<file path="src/rtl/iter_mul_div_if.sv">
// Control/write-back bundle between the decode stage, the iterative mul/div unit and the register file.
interface iter_mul_div_if #(
  parameter int XLEN       = 32,
  parameter int REG_ADDR_W = 5
);
  logic                  start;
  logic [2:0]            op;
  logic [XLEN-1:0]       operand_a;
  logic [XLEN-1:0]       operand_b;
  logic [REG_ADDR_W-1:0] dest_reg;
  logic                  busy;
  logic                  done;
  logic [REG_ADDR_W-1:0] write_reg;
  logic [XLEN-1:0]       write_data;
  logic                  regwrite;

  // Handshake: start is sampled only while busy is low; the command fields are
  // captured on that edge. While busy is high, start is dropped, not queued.
  // done pulses for exactly one cycle, with write_reg and write_data valid in it.
  modport master (
    output start, op, operand_a, operand_b, dest_reg,
    input  busy, done, write_reg, write_data, regwrite
  );
  modport slave (
    input  start, op, operand_a, operand_b, dest_reg,
    output busy, done, write_reg, write_data, regwrite
  );
endinterface

</file>
<file path="src/rtl/iter_mul_div.sv">
// Radix-2 iterative multiply/divide unit with fixed XLEN-cycle latency and one-cycle write-back.
// Define MULDIV_SIGNED_EN to turn ops 100/101/110 into signed MULH/DIV/REM.
module iter_mul_div #(
  parameter int XLEN       = 32,
  parameter int REG_ADDR_W = 5
) (
  input  logic          clock,
  input  logic          reset,
  iter_mul_div_if.slave bus,
  output logic [1:0]    dbg_state
);
  localparam int CW = $clog2(XLEN);

  typedef enum logic [1:0] {IDLE = 2'd0, CALC = 2'd1, DONE = 2'd2} state_e;

  state_e                state_q, state_d;
  logic [CW-1:0]         cnt_q, cnt_d;
  logic [XLEN-1:0]       hi_q, hi_d, lo_q, lo_d, b_q, b_d;
  logic [XLEN-1:0]       wdata_q, wdata_d;
  logic [REG_ADDR_W-1:0] dest_q, dest_d, wreg_q, wreg_d;
  logic                  is_div_q, is_div_d, sel_hi_q, sel_hi_d, zero_q, zero_d;

  logic                  acc_div, acc_hi, acc_zero;
  logic [XLEN-1:0]       mag_a, mag_b;
  logic [XLEN:0]         sum, rem_sh;
  logic                  q_bit;
  logic [XLEN-1:0]       step_hi, step_lo, quo, rem, result;
  logic [2*XLEN-1:0]     prod;

`ifdef MULDIV_SIGNED_EN
  logic neg_a, neg_b, neg_p_q, neg_p_d, neg_r_q, neg_r_d;

  always_comb begin
    acc_zero = (bus.op == 3'b111);
    acc_div  = (bus.op == 3'b010) || (bus.op == 3'b011) || (bus.op == 3'b101) || (bus.op == 3'b110);
    acc_hi   = (bus.op == 3'b001) || (bus.op == 3'b011) || (bus.op == 3'b100) || (bus.op == 3'b110);
    neg_a    = bus.op[2] && !acc_zero && bus.operand_a[XLEN-1];
    neg_b    = bus.op[2] && !acc_zero && bus.operand_b[XLEN-1];
    mag_a    = neg_a ? -bus.operand_a : bus.operand_a;
    mag_b    = neg_b ? -bus.operand_b : bus.operand_b;
    // A zero divisor must keep the all-ones quotient, so never negate it.
    neg_p_d  = (neg_a ^ neg_b) && (bus.operand_b != '0);
    neg_r_d  = neg_a;
  end

  always_ff @(posedge clock) begin
    if (reset) begin
      neg_p_q <= 1'b0;
      neg_r_q <= 1'b0;
    end else if (state_q == IDLE && bus.start) begin
      neg_p_q <= neg_p_d;
      neg_r_q <= neg_r_d;
    end
  end
`else
  always_comb begin
    acc_zero = (bus.op == 3'b111);
    acc_div  = bus.op[1] && !acc_zero;
    acc_hi   = bus.op[0];
    mag_a    = bus.operand_a;
    mag_b    = bus.operand_b;
  end
`endif

  // One radix-2 step: {hi,lo} is the product/partial-remainder pair, lo collects quotient bits.
  always_comb begin
    sum    = {1'b0, hi_q} + (lo_q[0] ? {1'b0, b_q} : '0);
    rem_sh = {hi_q, lo_q[XLEN-1]};
    q_bit  = (rem_sh >= {1'b0, b_q});
    if (is_div_q) begin
      step_hi = q_bit ? XLEN'(rem_sh - {1'b0, b_q}) : XLEN'(rem_sh);
      step_lo = {lo_q[XLEN-2:0], q_bit};
    end else begin
      step_hi = sum[XLEN:1];
      step_lo = {sum[0], lo_q[XLEN-1:1]};
    end
  end

  always_comb begin
    prod = {step_hi, step_lo};
    quo  = step_lo;
    rem  = step_hi;
`ifdef MULDIV_SIGNED_EN
    if (neg_p_q) begin
      prod = -{step_hi, step_lo};
      quo  = -step_lo;
    end
    if (neg_r_q) rem = -step_hi;
`endif
    if (zero_q)        result = '0;
    else if (is_div_q) result = sel_hi_q ? rem : quo;
    else               result = sel_hi_q ? prod[2*XLEN-1:XLEN] : prod[XLEN-1:0];
  end

  always_comb begin
    state_d  = state_q;
    cnt_d    = cnt_q;
    hi_d     = hi_q;
    lo_d     = lo_q;
    b_d      = b_q;
    dest_d   = dest_q;
    is_div_d = is_div_q;
    sel_hi_d = sel_hi_q;
    zero_d   = zero_q;
    wdata_d  = wdata_q;
    wreg_d   = wreg_q;
    unique case (state_q)
      IDLE: if (bus.start) begin
        state_d  = CALC;
        cnt_d    = '0;
        hi_d     = '0;
        lo_d     = acc_div ? mag_a : mag_b;
        b_d      = acc_div ? mag_b : mag_a;
        dest_d   = bus.dest_reg;
        is_div_d = acc_div;
        sel_hi_d = acc_hi;
        zero_d   = acc_zero;
      end
      CALC: begin
        hi_d  = step_hi;
        lo_d  = step_lo;
        cnt_d = cnt_q + 1'b1;
        if (cnt_q == CW'(XLEN - 1)) begin
          state_d = DONE;
          wdata_d = result;
          wreg_d  = dest_q;
        end
      end
      DONE:    state_d = IDLE;
      default: state_d = IDLE;
    endcase
  end

  always_ff @(posedge clock) begin
    if (reset) begin
      state_q  <= IDLE;
      cnt_q    <= '0;
      hi_q     <= '0;
      lo_q     <= '0;
      b_q      <= '0;
      dest_q   <= '0;
      is_div_q <= 1'b0;
      sel_hi_q <= 1'b0;
      zero_q   <= 1'b0;
      wdata_q  <= '0;
      wreg_q   <= '0;
    end else begin
      state_q  <= state_d;
      cnt_q    <= cnt_d;
      hi_q     <= hi_d;
      lo_q     <= lo_d;
      b_q      <= b_d;
      dest_q   <= dest_d;
      is_div_q <= is_div_d;
      sel_hi_q <= sel_hi_d;
      zero_q   <= zero_d;
      wdata_q  <= wdata_d;
      wreg_q   <= wreg_d;
    end
  end

  assign bus.busy       = (state_q != IDLE);
  assign bus.done       = (state_q == DONE);
  assign bus.write_reg  = wreg_q;
  assign bus.write_data = wdata_q;
  assign bus.regwrite   = (state_q == DONE) && (wreg_q != '0);
  assign dbg_state      = state_q;
endmodule

</file>
<file path="src/flat_wrapper.sv">
// flat-port wrapper written by rule: the top's interface ports become plain ports
module iter_mul_div_flat 
#(
  parameter int XLEN       = 32,
  parameter int REG_ADDR_W = 5
)
  (clock, reset, dbg_state, bus_start, bus_op, bus_operand_a, bus_operand_b, bus_dest_reg, bus_busy, bus_done, bus_write_reg, bus_write_data, bus_regwrite);
  iter_mul_div_if #(.XLEN(XLEN), .REG_ADDR_W(REG_ADDR_W)) bus_i ();
  input  logic clock;
  input  logic reset;
  output logic [1:0] dbg_state;
  input wire logic [$bits(bus_i.start)-1:0] bus_start;
  input wire logic [$bits(bus_i.op)-1:0] bus_op;
  input wire logic [$bits(bus_i.operand_a)-1:0] bus_operand_a;
  input wire logic [$bits(bus_i.operand_b)-1:0] bus_operand_b;
  input wire logic [$bits(bus_i.dest_reg)-1:0] bus_dest_reg;
  output wire logic [$bits(bus_i.busy)-1:0] bus_busy;
  output wire logic [$bits(bus_i.done)-1:0] bus_done;
  output wire logic [$bits(bus_i.write_reg)-1:0] bus_write_reg;
  output wire logic [$bits(bus_i.write_data)-1:0] bus_write_data;
  output wire logic [$bits(bus_i.regwrite)-1:0] bus_regwrite;
  assign bus_i.start = bus_start;
  assign bus_i.op = bus_op;
  assign bus_i.operand_a = bus_operand_a;
  assign bus_i.operand_b = bus_operand_b;
  assign bus_i.dest_reg = bus_dest_reg;
  assign bus_busy = bus_i.busy;
  assign bus_done = bus_i.done;
  assign bus_write_reg = bus_i.write_reg;
  assign bus_write_data = bus_i.write_data;
  assign bus_regwrite = bus_i.regwrite;
  iter_mul_div #(.XLEN(XLEN), .REG_ADDR_W(REG_ADDR_W)) u_core (.clock(clock), .reset(reset), .bus(bus_i), .dbg_state(dbg_state));
endmodule
</file>
<file path="config.mk">
export PLATFORM = sky130hd
export DESIGN_NAME = iter_mul_div_flat
export DESIGN_NICKNAME = d
export VERILOG_FILES = /design/src/rtl/iter_mul_div_if.sv /design/src/rtl/iter_mul_div.sv /design/src/flat_wrapper.sv
export SDC_FILE = /design/constraint.sdc
export NUM_CORES = 1
export LEC_CHECK = 0
export BUFFER_PORTS_ARGS = -buffer_cell sky130_fd_sc_hd__buf_2
export CORE_UTILIZATION = 65
export CTS_CLUSTER_SIZE = 12
export DETAILED_ROUTE_END_ITERATION = 10
export GPL_ROUTABILITY_DRIVEN = 1
export PLACE_DENSITY = 0.83
export SLEW_MARGIN = 20
export SYNTH_ARGS = -nofsm -noshare
export SYNTH_HDL_FRONTEND = slang
export SYNTH_SLANG_ARGS = --single-unit
export TNS_END_PERCENT = 30
</file>
<file path="constraint.sdc">
create_clock -name clock -period 5.5 [get_ports clock]
set_input_delay 0.275 -clock clock [delete_from_list [all_inputs] [get_ports clock]]
set_output_delay 0.275 -clock clock [all_outputs]
set_load 0.01 [all_outputs]
</file>
# Word level (Yosys, flattened, before mapping)
# Cells that the tools add are included.
[word_totals]
register_bits = 148
latchBits = 0
output_inout_bits = 42
rom_bits = 0
mem_bits_rw = 0
n_memories = 0
[classes]
n_div = 0
bitwise_logic = 0
mul = 0
addsub = 3
n_shift = 0
mux = 17
n_reduce_logical = 11
magnitude_cmp = 1
n_eq_ne = 6
[op_table]
columns = ["cell", "n"]
rows = [
  ["two-way mux 32 bit", 10],
  ["case mux 32 bit (2 select lines)", 2],
  ["adder 32 x 32 -> 33 bit", 1],
  ["greater-or-equal comparator 33 x 32 -> 1 bit", 1],
  ["subtractor 32 bit", 1],
  ["case mux 5 bit (2 select lines)", 1],
  ["AND reduction 2 bit", 4],
  ["adder 5 x 1 -> 5 bit (second input constant)", 1],
  ["== test 5 bit (second input constant)", 1],
  ["two-way mux 5 bit", 1],
  ["nonzero test 5 bit", 1],
  ["two-way mux 2 bit", 2],
  ["case mux 2 bit (2 select lines)", 1],
  ["nonzero test 2 bit", 2],
  ["== test 3 bit (second input constant)", 1],
  ["== test 2 x 1 -> 1 bit (second input constant)", 1],
  ["== test 2 bit (second input constant)", 1],
  ["logical AND 1 bit", 2],
  ["zero test 2 bit", 1],
  ["inequality test 2 x 1 -> 1 bit (second input constant)", 1],
  ["inequality test 2 bit (second input constant)", 1],
  ["zero test 1 bit", 1],
]

# Longest topological paths before layout
[depth]
depth_word = 6
mapped_depth = 14
depth_no_buf = 13

# Worst setup path after synthesis
# Ideal clock, no wire load.
[synth_timing]
kind = "flip-flop to flip-flop"
start = "register u_core.lo_q[0]"
end = "register u_core.wdata_q[17], in the netlist u_core.bus.write_data[17]"
path_buffers = 1
synth_period_minus_slack_ns = 3.020
stages_incl_launch_ff = 15
slack_ns = 2.480
setup_ns = 0.122
t_required_ns = 5.378
arrival_time_ns = 2.898
path_cell_list = "dfxtp_1 -> clkbuf_1 -> and2_1 -> ha_1 -> inv_1 -> fa_1 -> nor2b_1 -> o31ai_1 -> a211oi_1 -> a21oi_1 -> o21ai_0 -> xor2_1 -> nor2_1 -> a21oi_1 -> a221o_1"
[synth_between]
elab_chain_cells = 5
[synth_rtl]
columns = ["element", "line_no", "source"]
rows = [
  ["start: declaration", "iter_mul_div.sv:18", "logic [XLEN-1:0] hi_q, hi_d, lo_q, lo_d, b_q, b_d;"],
  ["start signal: assignment", "iter_mul_div.sv:151", "lo_q <= lo_d;"],
  ["two-way mux 32 bit", "iter_mul_div.sv:67", "sum = {1'b0, hi_q} + (lo_q[0] ? {1'b0, b_q} : '0);"],
  ["adder 32 x 32 -> 33 bit", "iter_mul_div.sv:67", ""],
  ["two-way mux 32 bit", "iter_mul_div.sv:70", "if (is_div_q) begin"],
  ["two-way mux 32 bit", "iter_mul_div.sv:91, iter_mul_div.sv:92", ""],
  ["two-way mux 32 bit", "iter_mul_div.sv:90", "if (zero_q) result = '0;"],
  ["end signal: assignment", "iter_mul_div.sv:157", "wdata_q <= wdata_d;"],
  ["end: declaration", "iter_mul_div.sv:19", "logic [XLEN-1:0] wdata_q, wdata_d;"],
]
# No other way between the ends.
# A chain may end at the register's enable or synchronous reset.

# Worst setup path in the final report
[layout_timing]
start = "register u_core.lo_q[0]"
end = "register u_core.wdata_q[27], in the netlist u_core.bus.write_data[27]"
# Same word-level chain as after synthesis.

==> results.txt <==
Root Buffer: clkbuf_16
FP Rows: 46
Total Nets Final: 1661
Final Hold Vio Count: 0
IR drop worst, VDD: 0.2537 mV
Worst Path Required: 5.85 ns
Combinational power share: 0.245
Max FO, Critical Path: 27
P_leak: 0.005285 uW
CTS tree: built
Clk sinks: 148
#FFs+latches synth: 148
Vias post-DR: 11380
Max_cap viols: 0
First-pass GRT wire length: 54.46 mm
Hpwl dp: 26.35 mm
Clk_lat worst skew: 0.43 ns
Dpl cells: 1715
DRC viols: 0
Setup TNS: 0 ns
First-pass DRT Iterations: 6
Int Pwr: 2157 uW
Crit path kind: flop to flop
Die Span X: 131.1 um
P per Cell Area: 264.5 nW/um^2
Fin. max-slew vios: 0
P&R area growth vs syn: 11.77%
Sw frac: 0.3261
Asr flop ratio synth: 0
CTS H-tree lvls: 4
Vias per inst: 6.513
Tot Pwr: 3201 uW
Post-synth top area cell: dfxtp_1
Port bufs: 116
Antenna Violating Nets Remaining: 0
Synth warn: 0
Placer Congestion: 0.9960
NetSw: 1044 uW
Layout cell share with drive strength beyond 1: 0.1319
Crit path DAT: 4.04 ns
CTS max path bufs: 2
Final setup fails: 0
Synth top area cells: dfxtp_1 27%, nand2_1 8.6%, ha_1 7.6%
Post-synth EDFFs: 0
Die Height: 131.1 um
Power share of the sequential group: 0.374
Mapped Cells: 1454
Core area: 16060 sq um
# Post-CTS Setup Buffers: 0
Final wirelength: 35.93 mm
Drt wl/cell: 20.57 um
Resize count post-CTS: 0
Vias in the first global route: 10100
Total CTS buffers: 17
Slew @ Worst Pin: 1.136 ns
Clk pwr share: 0.381
Period utilization: 0.6726
Iteration-0 DRC count of the detailed router: 1363
Startpoint types: flop
Period minus WS final: 3.699 ns
Hold WS: 0.08039 ns
Initial antenna violation count: 0
Post-Syn Area: 10830 sq um
Io pins: 117
Ant. Diodes: 0
Hold Buf Count CTS: 0
Post-Syn Area per Cell: 7.448 sq um
RSZ-0062 raised after global routing: no
Synth top cells by count: 247 x nand2_1, 152 x nor2_1, 148 x dfxtp_1
Synth cell types: 75
Ys flop type: dfxtp_1
Starting Density: 0.6744
Count leader, synth: nand2_1
Pin count of the biggest net entering global routing: 68
Fillers: 1251
Max-Slew Margin vs Limit: 0.2420
GR Overflow Total: 0
Final Non-Filler Cells: 1747
Die area: 17180 sq um
Clock Pin Slew Worst Setup and Hold Paths: 0.06 ns
Area share of the largest cell type after synthesis: 0.2736
Net count of the mapped netlist: 1597
Worst setup EP type: flop
Run status: complete, no violations
Register area share after synthesis: 0.2736
Total track usage: 0.4218
Setup Skew: 0.01098 ns
Worst hold path type: input port to flop
Max Clock Freq: 270.3 MHz
critical path: stages (launching register included):
cell and delay [ns]:
dfxtp_1 0.50, buf_4 0.39, and2_1 0.20, ha_1 0.31, and2_1 0.24, and3_1 0.24, a21o_1 0.23, a211oi_1 0.34
nor2_1 0.15, a22oi_1 0.42, mux2i_1 0.24, o211ai_1 0.15, o221ai_1 0.21
per-stage QoR:
stage | setup WS, ns | util | instance area, sq um
3_5_place_dp | 1.951 | 0.7154 | 11490
3_3_place_gp | 1.935 | 0.7154 | 11490
6_report | 1.801 | 0.7538 | 12100
5_1_grt | 1.539 | 0.7538 | 12100
2_1_floorplan | 2.480 | - | 10830
4_1_cts | 1.896 | 0.7535 | 12100
layout by cell type, fill, tap and decap left out, drive strengths merged, types with 6 or more instances in the layout:
cell / synthesis / routed
o21bai: 10 / 10
or3: 13 / 13
clkbuf: 77 / 21
mux2: 16 / 16
o31ai: 9 / 9
a21oi: 137 / 137
and2: 39 / 39
ha: 66 / 66
nand2: 247 / 247
inv: 51 / 52
xor2: 17 / 17
a311oi: 43 / 43
a221o: 8 / 8
buf: 11 / 133
a22o: 18 / 18
nor3: 18 / 18
a22oi: 13 / 13
a21o: 30 / 30
a211oi: 31 / 31
o211ai: 7 / 7
nor2b: 10 / 10
a211o: 8 / 8
o21ai: 61 / 61
mux2i: 40 / 40
and3: 15 / 15
nand4: 7 / 7
xnor2: 24 / 24
nor2: 152 / 152
dfxtp: 148 / 148
nand3: 24 / 24
a31oi: 6 / 6
o21a: 14 / 14
a221oi: 18 / 18
power by group through the flow:
stage / clock, uW / combinational (uW) / sequential, uW
2_1_floorplan: 0 / 560 / 1180
3_3_place_gp: 0 / 749 / 1210
3_5_place_dp: 0 / 754 / 1210
4_1_cts: 1220 / 762 / 1190
5_1_grt: 1260 / 851 / 1200
6_report: 1220 / 784 / 1200
worst paths after layout:
kind,cells past startpoint,end,slack [ns],from
hold / removal,3,u_core.dest_q[1]$_SDFFE_PP0P_,0.08,bus_dest_reg[1]
hold reg to reg,2,u_core.bus.write_reg[0]$_SDFFE_PP0P_,0.45,u_core.dest_q[0]$_SDFFE_PP0P_
setup / recovery,12,u_core.bus.write_data[27]$_SDFFE_PP0P_,1.80,u_core.lo_q[0]$_SDFFE_PP0P_
setup reg to reg,12,u_core.bus.write_data[27]$_SDFFE_PP0P_,1.80,u_core.lo_q[0]$_SDFFE_PP0P_
area by class of cell:
class                           count  area [sq um]  share of cell area
Clock buffer                       21         460.4             0.03804
Multi-Input combinational cell   1166          7350              0.6072
Clock inverter                     11         151.4             0.01251
Sequential cell                   148          2967              0.2451
Tap cell                          216         270.3             0.02233
Timing Repair Buffer              133         710.7             0.05871
Inverter                           52         195.2             0.01613
per-layer routing:
metal	wire length (um)	vias up	share of wire	global-route usage
li1	-	5396	-	-
met1	15650	5257	0.44	0.6129
met2	14410	664	0.40	0.5910
met3	5059	61	0.14	0.1356
met4	805	0	0.022	0.1190
met5	0	-	0	0
kinds of logic after synthesis:
group | count (synthesis) | share of synthesized area
multiplexers | 58 | 0.05812
buffers and inverters | 140 | 0.05003
adder cells (fa/ha/maj) | 68 | 0.07995
flip-flops | 148 | 0.2736
AO/OA/AOI/OAI | 449 | 0.2828
XOR/XNOR | 41 | 0.03316
AND/OR/NAND/NOR | 550 | 0.2223
Note: power is estimated with default switching activity, not from simulation.
